[src/rtl/irq_timer_controller.sv]
// Machine-level interrupt source: prescaled 64-bit mtime/mtimecmp timer plus a synchronised
// external line, arbitrated into one request per trap by a request/ack/return FSM.
module irq_timer_controller #(
    parameter int unsigned PRESCALE = 4,
    parameter int unsigned CNT_W    = 8
) (
    input  logic        clk,
    input  logic        reset,
    input  logic        ext_irq_async,
    input  logic        mstatus_mie,
    input  logic        mie_mtie,
    input  logic        mie_meie,
    input  logic        irq_ack,
    input  logic        mret_done,
    input  logic        bus_we,
    input  logic [2:0]  bus_addr,
    input  logic [31:0] bus_wdata,
    output logic [31:0] bus_rdata,
    output logic        irq_valid,
    output logic [1:0]  irq_code,
    output logic        in_handler
);

    localparam int unsigned TIME_W = 64;
    localparam logic [1:0] CODE_NONE = 2'b00;
    localparam logic [1:0] CODE_TMR  = 2'b01;
    localparam logic [1:0] CODE_EXT  = 2'b10;
    localparam logic [2:0] ADDR_MTIME_LO = 3'd0;
    localparam logic [2:0] ADDR_MTIME_HI = 3'd1;
    localparam logic [2:0] ADDR_CMP_LO   = 3'd2;
    localparam logic [2:0] ADDR_CMP_HI   = 3'd3;
    localparam logic [2:0] ADDR_STATUS   = 3'd4;

    typedef enum logic [1:0] {
        ST_IDLE = 2'b00,
        ST_REQ  = 2'b01,
        ST_SVC  = 2'b10
    } state_t;

    state_t              r_state;
    state_t              w_state_nxt;
    logic [CNT_W-1:0]    r_presc;
    logic                w_tick;
    logic [TIME_W-1:0]   r_mtime;
    logic [TIME_W-1:0]   r_mtimecmp;
    logic [TIME_W-1:0]   w_mtime_inc;
    logic [TIME_W-1:0]   w_mtime_nxt;
    logic                r_mtip;
    logic                r_sync1;
    logic                r_sync2;
    logic                r_sync3;
    logic                w_ext_edge;
    logic                r_ext_pending;
    logic                w_status_clr;
    logic                w_ack_ext_clr;
    logic                w_elig_ext;
    logic                w_elig_tmr;
    logic                w_src_live;
    logic                w_valid_nxt;
    logic [1:0]          w_code_nxt;
    logic                w_inh_nxt;

    assign w_tick       = (r_presc == CNT_W'(PRESCALE - 1));
    assign w_ext_edge   = r_sync2 & ~r_sync3;
    assign w_status_clr = bus_we & (bus_addr == ADDR_STATUS) & bus_wdata[1];
    assign w_elig_ext   = mstatus_mie & r_ext_pending & mie_meie;
    assign w_elig_tmr   = mstatus_mie & r_mtip & mie_mtie;
    assign w_src_live   = (irq_code == CODE_EXT) ? w_elig_ext : w_elig_tmr;

    // Increment carry still reaches the half that is not being written.
    always_comb begin
        w_mtime_inc = r_mtime + TIME_W'(w_tick);
        w_mtime_nxt = w_mtime_inc;
        if (bus_we) begin
            case (bus_addr)
                ADDR_MTIME_LO: w_mtime_nxt[31:0]  = bus_wdata;
                ADDR_MTIME_HI: w_mtime_nxt[63:32] = bus_wdata;
                default:       w_mtime_nxt        = w_mtime_inc;
            endcase
        end
    end

    // Prescaler, timer registers and registered compare.
    always_ff @(posedge clk) begin
        if (reset) begin
            r_presc    <= '0;
            r_mtime    <= '0;
            r_mtimecmp <= '1;
            r_mtip     <= 1'b0;
        end else begin
            r_presc <= w_tick ? '0 : r_presc + CNT_W'(1);
            r_mtime <= w_mtime_nxt;
            if (bus_we && (bus_addr == ADDR_CMP_LO)) r_mtimecmp[31:0]  <= bus_wdata;
            if (bus_we && (bus_addr == ADDR_CMP_HI)) r_mtimecmp[63:32] <= bus_wdata;
            r_mtip <= (r_mtime >= r_mtimecmp);
        end
    end

    // Synchroniser, edge detect and pending latch; a new edge beats any clear.
    always_ff @(posedge clk) begin
        if (reset) begin
            r_sync1       <= 1'b0;
            r_sync2       <= 1'b0;
            r_sync3       <= 1'b0;
            r_ext_pending <= 1'b0;
        end else begin
            r_sync1 <= ext_irq_async;
            r_sync2 <= r_sync1;
            r_sync3 <= r_sync2;
            if (w_ext_edge)                        r_ext_pending <= 1'b1;
            else if (w_status_clr | w_ack_ext_clr) r_ext_pending <= 1'b0;
        end
    end

    always_ff @(posedge clk) begin
        if (reset) begin
            r_state    <= ST_IDLE;
            irq_valid  <= 1'b0;
            irq_code   <= CODE_NONE;
            in_handler <= 1'b0;
        end else begin
            r_state    <= w_state_nxt;
            irq_valid  <= w_valid_nxt;
            irq_code   <= w_code_nxt;
            in_handler <= w_inh_nxt;
        end
    end

    always_comb begin
        w_state_nxt   = r_state;
        w_valid_nxt   = 1'b0;
        w_code_nxt    = CODE_NONE;
        w_inh_nxt     = 1'b0;
        w_ack_ext_clr = 1'b0;
        case (r_state)
            ST_IDLE: begin
                if (w_elig_ext) begin
                    w_state_nxt = ST_REQ;
                    w_valid_nxt = 1'b1;
                    w_code_nxt  = CODE_EXT;
                end else if (w_elig_tmr) begin
                    w_state_nxt = ST_REQ;
                    w_valid_nxt = 1'b1;
                    w_code_nxt  = CODE_TMR;
                end
            end
            ST_REQ: begin
                if (irq_ack) begin
                    w_state_nxt   = ST_SVC;
                    w_inh_nxt     = 1'b1;
                    w_ack_ext_clr = (irq_code == CODE_EXT);
                end else if (w_src_live) begin
                    w_valid_nxt = 1'b1;
                    w_code_nxt  = irq_code;
                end else begin
                    w_state_nxt = ST_IDLE;
                end
            end
            ST_SVC: begin
                if (mret_done) w_state_nxt = ST_IDLE;
                else           w_inh_nxt   = 1'b1;
            end
            default: w_state_nxt = ST_IDLE;
        endcase
    end

    always_comb begin
        bus_rdata = 32'h0;
        case (bus_addr)
            ADDR_MTIME_LO: bus_rdata = r_mtime[31:0];
            ADDR_MTIME_HI: bus_rdata = r_mtime[63:32];
            ADDR_CMP_LO:   bus_rdata = r_mtimecmp[31:0];
            ADDR_CMP_HI:   bus_rdata = r_mtimecmp[63:32];
            ADDR_STATUS:   bus_rdata = {30'b0, r_ext_pending, r_mtip};
            default:       bus_rdata = 32'h0;
        endcase
    end

endmodule

[config.mk]
export PLATFORM = sky130hd
export DESIGN_NAME = irq_timer_controller
export DESIGN_NICKNAME = d
export VERILOG_FILES = /design/src/rtl/irq_timer_controller.sv
export SDC_FILE = /design/constraint.sdc
export NUM_CORES = 1
export LEC_CHECK = 0
export CAP_MARGIN = 20
export CORE_ASPECT_RATIO = 0.75
export CORE_MARGIN = 10
export CORE_UTILIZATION = 60
export DETAILED_ROUTE_END_ITERATION = 12
export GPL_TIMING_DRIVEN = 0
export PLACE_DENSITY_LB_ADDON = 0.25
export SLEW_MARGIN = 30
export SYNTH_ARGS = -nofsm -noshare
export SYNTH_HDL_FRONTEND = slang
export SYNTH_SLANG_ARGS = --single-unit
export TNS_END_PERCENT = 50
[constraint.sdc]
create_clock -name clk -period 5.7 [get_ports clk]
set_input_delay 0.57 -clock clk [delete_from_list [all_inputs] [get_ports clk]]
set_output_delay 0.57 -clock clk [all_outputs]
set_load 0.1 [all_outputs]
==> results_dict.tcl, run 1 <==
set metrics [dict create \
    grt_max_degree 17 \
    crit_slowest_cell "clkdlybuf4s50_1" \
    worstHoldPathType "flop to flop" \
    cpPeakStageDelay_ns 1.15 \
    worstPathCellList "clkdlybuf4s50_1, nor2b_1, and2_1, clkbuf_1, buf_1, a221o_1, clkdlybuf4s50_1" \
    cts_tree "done" \
    syn_to_final_growth_pct 18.1 \
    dpl.hpwl_mm 20.8 \
    rr_endpoint "r_mtime[47]" \
    ir_drop_mv 0.200 \
    initial_core_util 0.607 \
    synth_top_area_share 0.338 \
    core_um2 14400 \
    rsz0062_at_grt "false" \
    ys_top_cells_by_area "dfxtp_1 34%, ha_1 10%, nor2_1 6.6%" \
    ys_seq_area_frac 0.338 \
    cts_hold_buf 0 \
    gr-total-overflow 0 \
    pre_cts_slack_ns 0.600 \
    crit_path_start_kind "input pin" \
    first_global_vias 8317 \
    insertion_delay_ns 0.44 \
    cts_htree_levels 4 \
    drc_errors 0 \
    syn_nets 1181 \
    rows 38 \
    layout_common_cells "153 x nor2_1, 147 x dfxtp_1, 89 x nand2_1, 75 x clkdlybuf4s50_1, 74 x inv_1" \
    p_leak_nw 4.47 \
    async_reset_ff_frac 0 \
    end_kind "output port" \
    hold_depth 1 \
    first_iter_violations 1118 \
    max-cap-violations 0 \
    ys_types 59 \
    die_x_um 159 \
    die_y_um 124 \
    crit_top_cell "clkdlybuf4s50_1" \
    finalPower_mw 2.65 \
    slew_headroom 0.338 \
    maxClockFrequency_mhz 189 \
    postSynthAreaPerCell_um2 8.17 \
    worstPathMaxFanout 10 \
    clock_path_buffers 2 \
    min_to "r_sync2" \
    final_common_cell "nor2_1" \
    pwr_density_cell_nw_per_um2 258 \
    syn_area_um2 8710 \
    clockRootBuffer "clkbuf_16" \
    finalNonFillerCells 1374 \
    cpLargestDelayFamily "buffers and inverters" \
    grt_antenna_before_repair 0 \
    yosysTopAreaCell "dfxtp_1" \
    dieArea_um2 19800 \
    ys.flop_type "dfxtp_1" \
    setup_viol 0 \
    min_period_ns 5.30 \
    port-buffer-count 75 \
    hold_viol 0 \
    r2r_start "r_presc[0]" \
    cts_inserted_buffers 17 \
    path_class "input pin to output port" \
    dpl.cell_count 1342 \
    grtUsageTotal 0.286 \
    layout.nets 1275 \
    num_vias 8805 \
    synth-warning-count 0 \
    period_share 0.929 \
    boundaryPins 80 \
    viasPerCell 6.41 \
    postCtsSetupBuffers 0 \
    worstPathRequired_ns 5.13 \
    r2r_slack_ns 2.45 \
    clkTransAtPathRegs_ns 0.06 \
    synth_edf_count 0 \
    cp.arrival_ns 4.73 \
    tns_ns 0 \
    antenna_cells 0 \
    drv_slew 0 \
    postSynthCellCount 1067 \
    r2r.worst_path.cells 10 \
    tightest_slew_ns 0.990 \
    ys_seq_elements 147 \
    drt_wl_total_mm 29.3 \
    skew_ns 0.0103 \
    clock-sinks 147 \
    hold_path.startpoint "r_sync1" \
    routedWlPerCell_um 21.3 \
    worst-path-buf-inv 4 \
    cts-resized-gates 0 \
    first_pass_iters 8 \
    fin_ws_ns 0.402 \
    place.gp.congestion 0.979 \
    status "finished clean" \
    grt_pass1_wl_mm 45.8 \
    antenna_left 0 \
    drive_above_1_share 0.0477 \
]
## how the worst max path moves through the flow
stage                           start           end  cells after the start
after floorplan           bus_addr[0]  bus_rdata[1]                      4
after global placement    bus_addr[2]  bus_rdata[7]                      7
after detailed placement  bus_addr[2]  bus_rdata[7]                      7
after CTS                 bus_addr[2]  bus_rdata[7]                      7
after global routing      bus_addr[2]  bus_rdata[7]                      7
final                     bus_addr[2]  bus_rdata[7]                      7
## where the power goes
group	switching (mW)	internal, mW
clock	0.504	0.611
sequential	0.0423	1.06
combinational	0.300	0.133
total	0.845	1.81
## layout make-up
cell class	count	area [um^2]
multi-input cells	780	5240
fillers	1191	4070
flip-flops and latches	147	2940
repair buffers	75	751
clock buffers	17	425
inverters	75	282
plain buffers	65	255
well taps	200	250
clock inverters	15	149
## kinds of logic after synthesis
| kind of cell | count (synthesis) | share of synthesized area |
|---|---|---|
| and+or+nand+nor | 383 | 0.214 |
| AOI/OAI and AO/OA | 262 | 0.220 |
| DFF | 147 | 0.338 |
| buffers and inverters | 140 | 0.0616 |
| adders and majority gates | 70 | 0.101 |
| xor gates and xnor gates | 61 | 0.0613 |
| muxes | 4 | 0.00474 |
## through the flow
step | area [um^2] | hold slack (ns) | util
final | 10300 | 0.447 | 0.717
after global routing | 10300 | 0.472 | 0.717
after CTS | 10300 | 0.452 | 0.717
after detailed placement | 9720 | 0.430 | 0.677
after global placement | 9720 | 0.430 | 0.677
after floorplan | 8710 | 0.414 | -
## sequential cells by signal, indices dropped and copies added, names as in the netlist
name and cells:
r_mtimecmp 64, r_sync3 1, r_mtime 64, r_state 2, r_ext_pending 1, r_mtip 1
in_handler 1, r_presc 8, irq_valid 1, r_sync2 1, irq_code 2, r_sync1 1
## Yosys cell counts, types with 2 or more instances
library cell,number
nor4_2,2
a22o_1,30
buf_1,3
buf_2,3
nor4_1,4
a21o_1,4
dfxtp_1,147
a32oi_1,2
xnor2_1,24
a221o_1,30
o22ai_1,2
nand3_1,35
and4_1,9
a221oi_1,2
nor3_1,8
mux2i_1,3
a211oi_1,58
o21ai_1,16
nor2_1,153
nand2_1,89
o211ai_1,34
and3_1,14
a311oi_1,6
a22oi_1,4
ha_1,70
nor2b_1,9
clkbuf_1,58
a21oi_1,30
or3_1,7
xor2_1,37
inv_1,74
and2_1,3
nand4_1,27
nor3b_1,2
o32ai_1,2
a211oi_2,3
nor4_4,2
nor3_2,9
o21ai_0,32
## worst register-to-register path: stages (launching register included)
cell	delay [ns]
dfxtp_1	0.39
ha_1	0.25
and3_1	0.19
ha_1	0.19
and4_1	0.28
nor2b_1	0.41
nand4_1	0.33
clkbuf_1	0.41
nor3_1	0.30
xnor2_1	0.11
a211oi_1	0.28
## metal layers
layer,vias to the layer above,GRT usage,share of wire
met3,95,0.0819,0.13
li1,4029,-,-
met4,0,0.120,0.037
met5,-,0,0
met2,572,0.428,0.43
met1,4109,0.376,0.41
(Power assumes the default switching activity.)
==> run 2, diff against run 1 <==
CORE_UTILIZATION = 45   (was 60)
==> results_dict.tcl, run 2 (synthesis results as in run 1) <==
set metrics [dict create \
    status "finished clean" \
    antenna_cells 0 \
    worstHoldPathType "flop to flop" \
    num_vias 8549 \
    hold_path.startpoint "r_sync1" \
    first_iter_violations 956 \
    grt_pass1_wl_mm 46.5 \
    final_common_cell "nor2_1" \
    clkTransAtPathRegs_ns 0.07 \
    pwr_density_cell_nw_per_um2 257 \
    cts_hold_buf 0 \
    crit_slowest_cell "clkdlybuf4s50_1" \
    max-cap-violations 0 \
    dpl.hpwl_mm 21.9 \
    crit_top_cell "clkdlybuf4s50_1" \
    cp.arrival_ns 4.81 \
    drt_wl_total_mm 30.1 \
    place.gp.congestion 0.934 \
    min_period_ns 5.38 \
    worstPathRequired_ns 5.13 \
    port-buffer-count 75 \
    routedWlPerCell_um 21.2 \
    gr-total-overflow 0 \
    initial_core_util 0.464 \
    end_kind "output port" \
    postCtsSetupBuffers 0 \
    syn_to_final_growth_pct 18.8 \
    layout.nets 1275 \
    rows 43 \
    die_x_um 181 \
    die_y_um 141 \
    tightest_slew_ns 1.00 \
    first_pass_iters 5 \
    worstPathCellList "clkdlybuf4s50_1, nor2b_1, and2_1, clkbuf_1, buf_1, a221o_1, clkdlybuf4s50_1" \
    cp-startpoint "bus_addr[2]" \
    antenna_left 0 \
    cts_htree_levels 4 \
    drive_above_1_share 0.0486 \
    dieArea_um2 25400 \
    skew_ns 0.0139 \
    rsz0062_at_grt "false" \
    hold_depth 1 \
    drc_errors 0 \
    core_um2 18800 \
    ir_drop_mv 0.270 \
    slew_headroom 0.330 \
    path_class "input pin to output port" \
    viasPerCell 6.02 \
    cts_inserted_buffers 17 \
    layout_common_cells "153 x nor2_1, 147 x dfxtp_1, 89 x nand2_1, 75 x clkdlybuf4s50_1, 74 x inv_1" \
    grtUsageTotal 0.231 \
    worstPathMaxFanout 10 \
    r2r_start "r_presc[0]" \
    r2r_slack_ns 2.52 \
    grt_antenna_before_repair 0 \
    grt_max_degree 17 \
    cts_tree "done" \
    cts-resized-gates 0 \
    maxClockFrequency_mhz 186 \
    p_leak_nw 4.48 \
    setup_viol 0 \
    place_area_um2 9780 \
    hold_viol 0 \
    drv_slew 0 \
    reg_top3 "r_mtime (64), r_mtimecmp (64), r_presc (8)" \
    boundaryPins 80 \
    tns_ns 0 \
    first_global_vias 8005 \
    cpPeakStageDelay_ns 1.15 \
    period_share 0.944 \
    r2r.worst_path.cells 10 \
    fin_area_um2 10400 \
    clock-sinks 147 \
    insertion_delay_ns 0.45 \
    clockRootBuffer "clkbuf_16" \
    clock_path_buffers 2 \
    crit_path_start_kind "input pin" \
]
-- run 2: final timing paths --
kind             endpoint
max reg2reg   r_mtime[63]
min reg2reg       r_sync2
max          bus_rdata[7]
min               r_sync2
-- run 2: cell type report --
class	instances	area, um^2
Tap cell	247	309
Buffer	65	255
Sequential cell	147	2940
Fill cell	1740	8430
Timing Repair Buffer	75	751
Clock buffer	17	425
Inverter	75	282
Multi-Input combinational cell	780	5240
Clock inverter	15	146
-- run 2: per-stage QoR --
step / utilization / cells / total power [mW] / setup WS [ns] / hold slack (ns)
after floorplan: - / 1067 / 1.40 / 2.49 / 0.414
after global placement: 0.521 / 1389 / 1.55 / 0.540 / 0.427
after detailed placement: 0.521 / 1389 / 1.55 / 0.489 / 0.428
after global routing: 0.551 / 1421 / 2.74 / 0.256 / 0.452
after CTS: 0.551 / 1421 / 2.66 / 0.472 / 0.447
final: 0.551 / 1421 / 2.66 / 0.321 / 0.441
-- run 2: where the power goes --
group / internal, mW / total, mW / switching, mW
Combinational: 0.132 / 0.432 / 0.300
Clock: 0.612 / 1.13 / 0.513
Sequential: 1.06 / 1.10 / 0.0422
Total: 1.81 / 2.66 / 0.855
-- run 2: worst max-delay path, delay by kind of cell --
kind | cells | cell delay (ns)
buffers and inverters | 4 | 3.25
and+or+nand+nor | 2 | 0.67
AOI/OAI and AO/OA | 1 | 0.31
-- run 2: per-layer routing --
layer	track usage	wire length, um
met1	0.320	13700
met2	0.330	12300
met3	0.0708	3220
met4	0.0788	815
met5	0	0
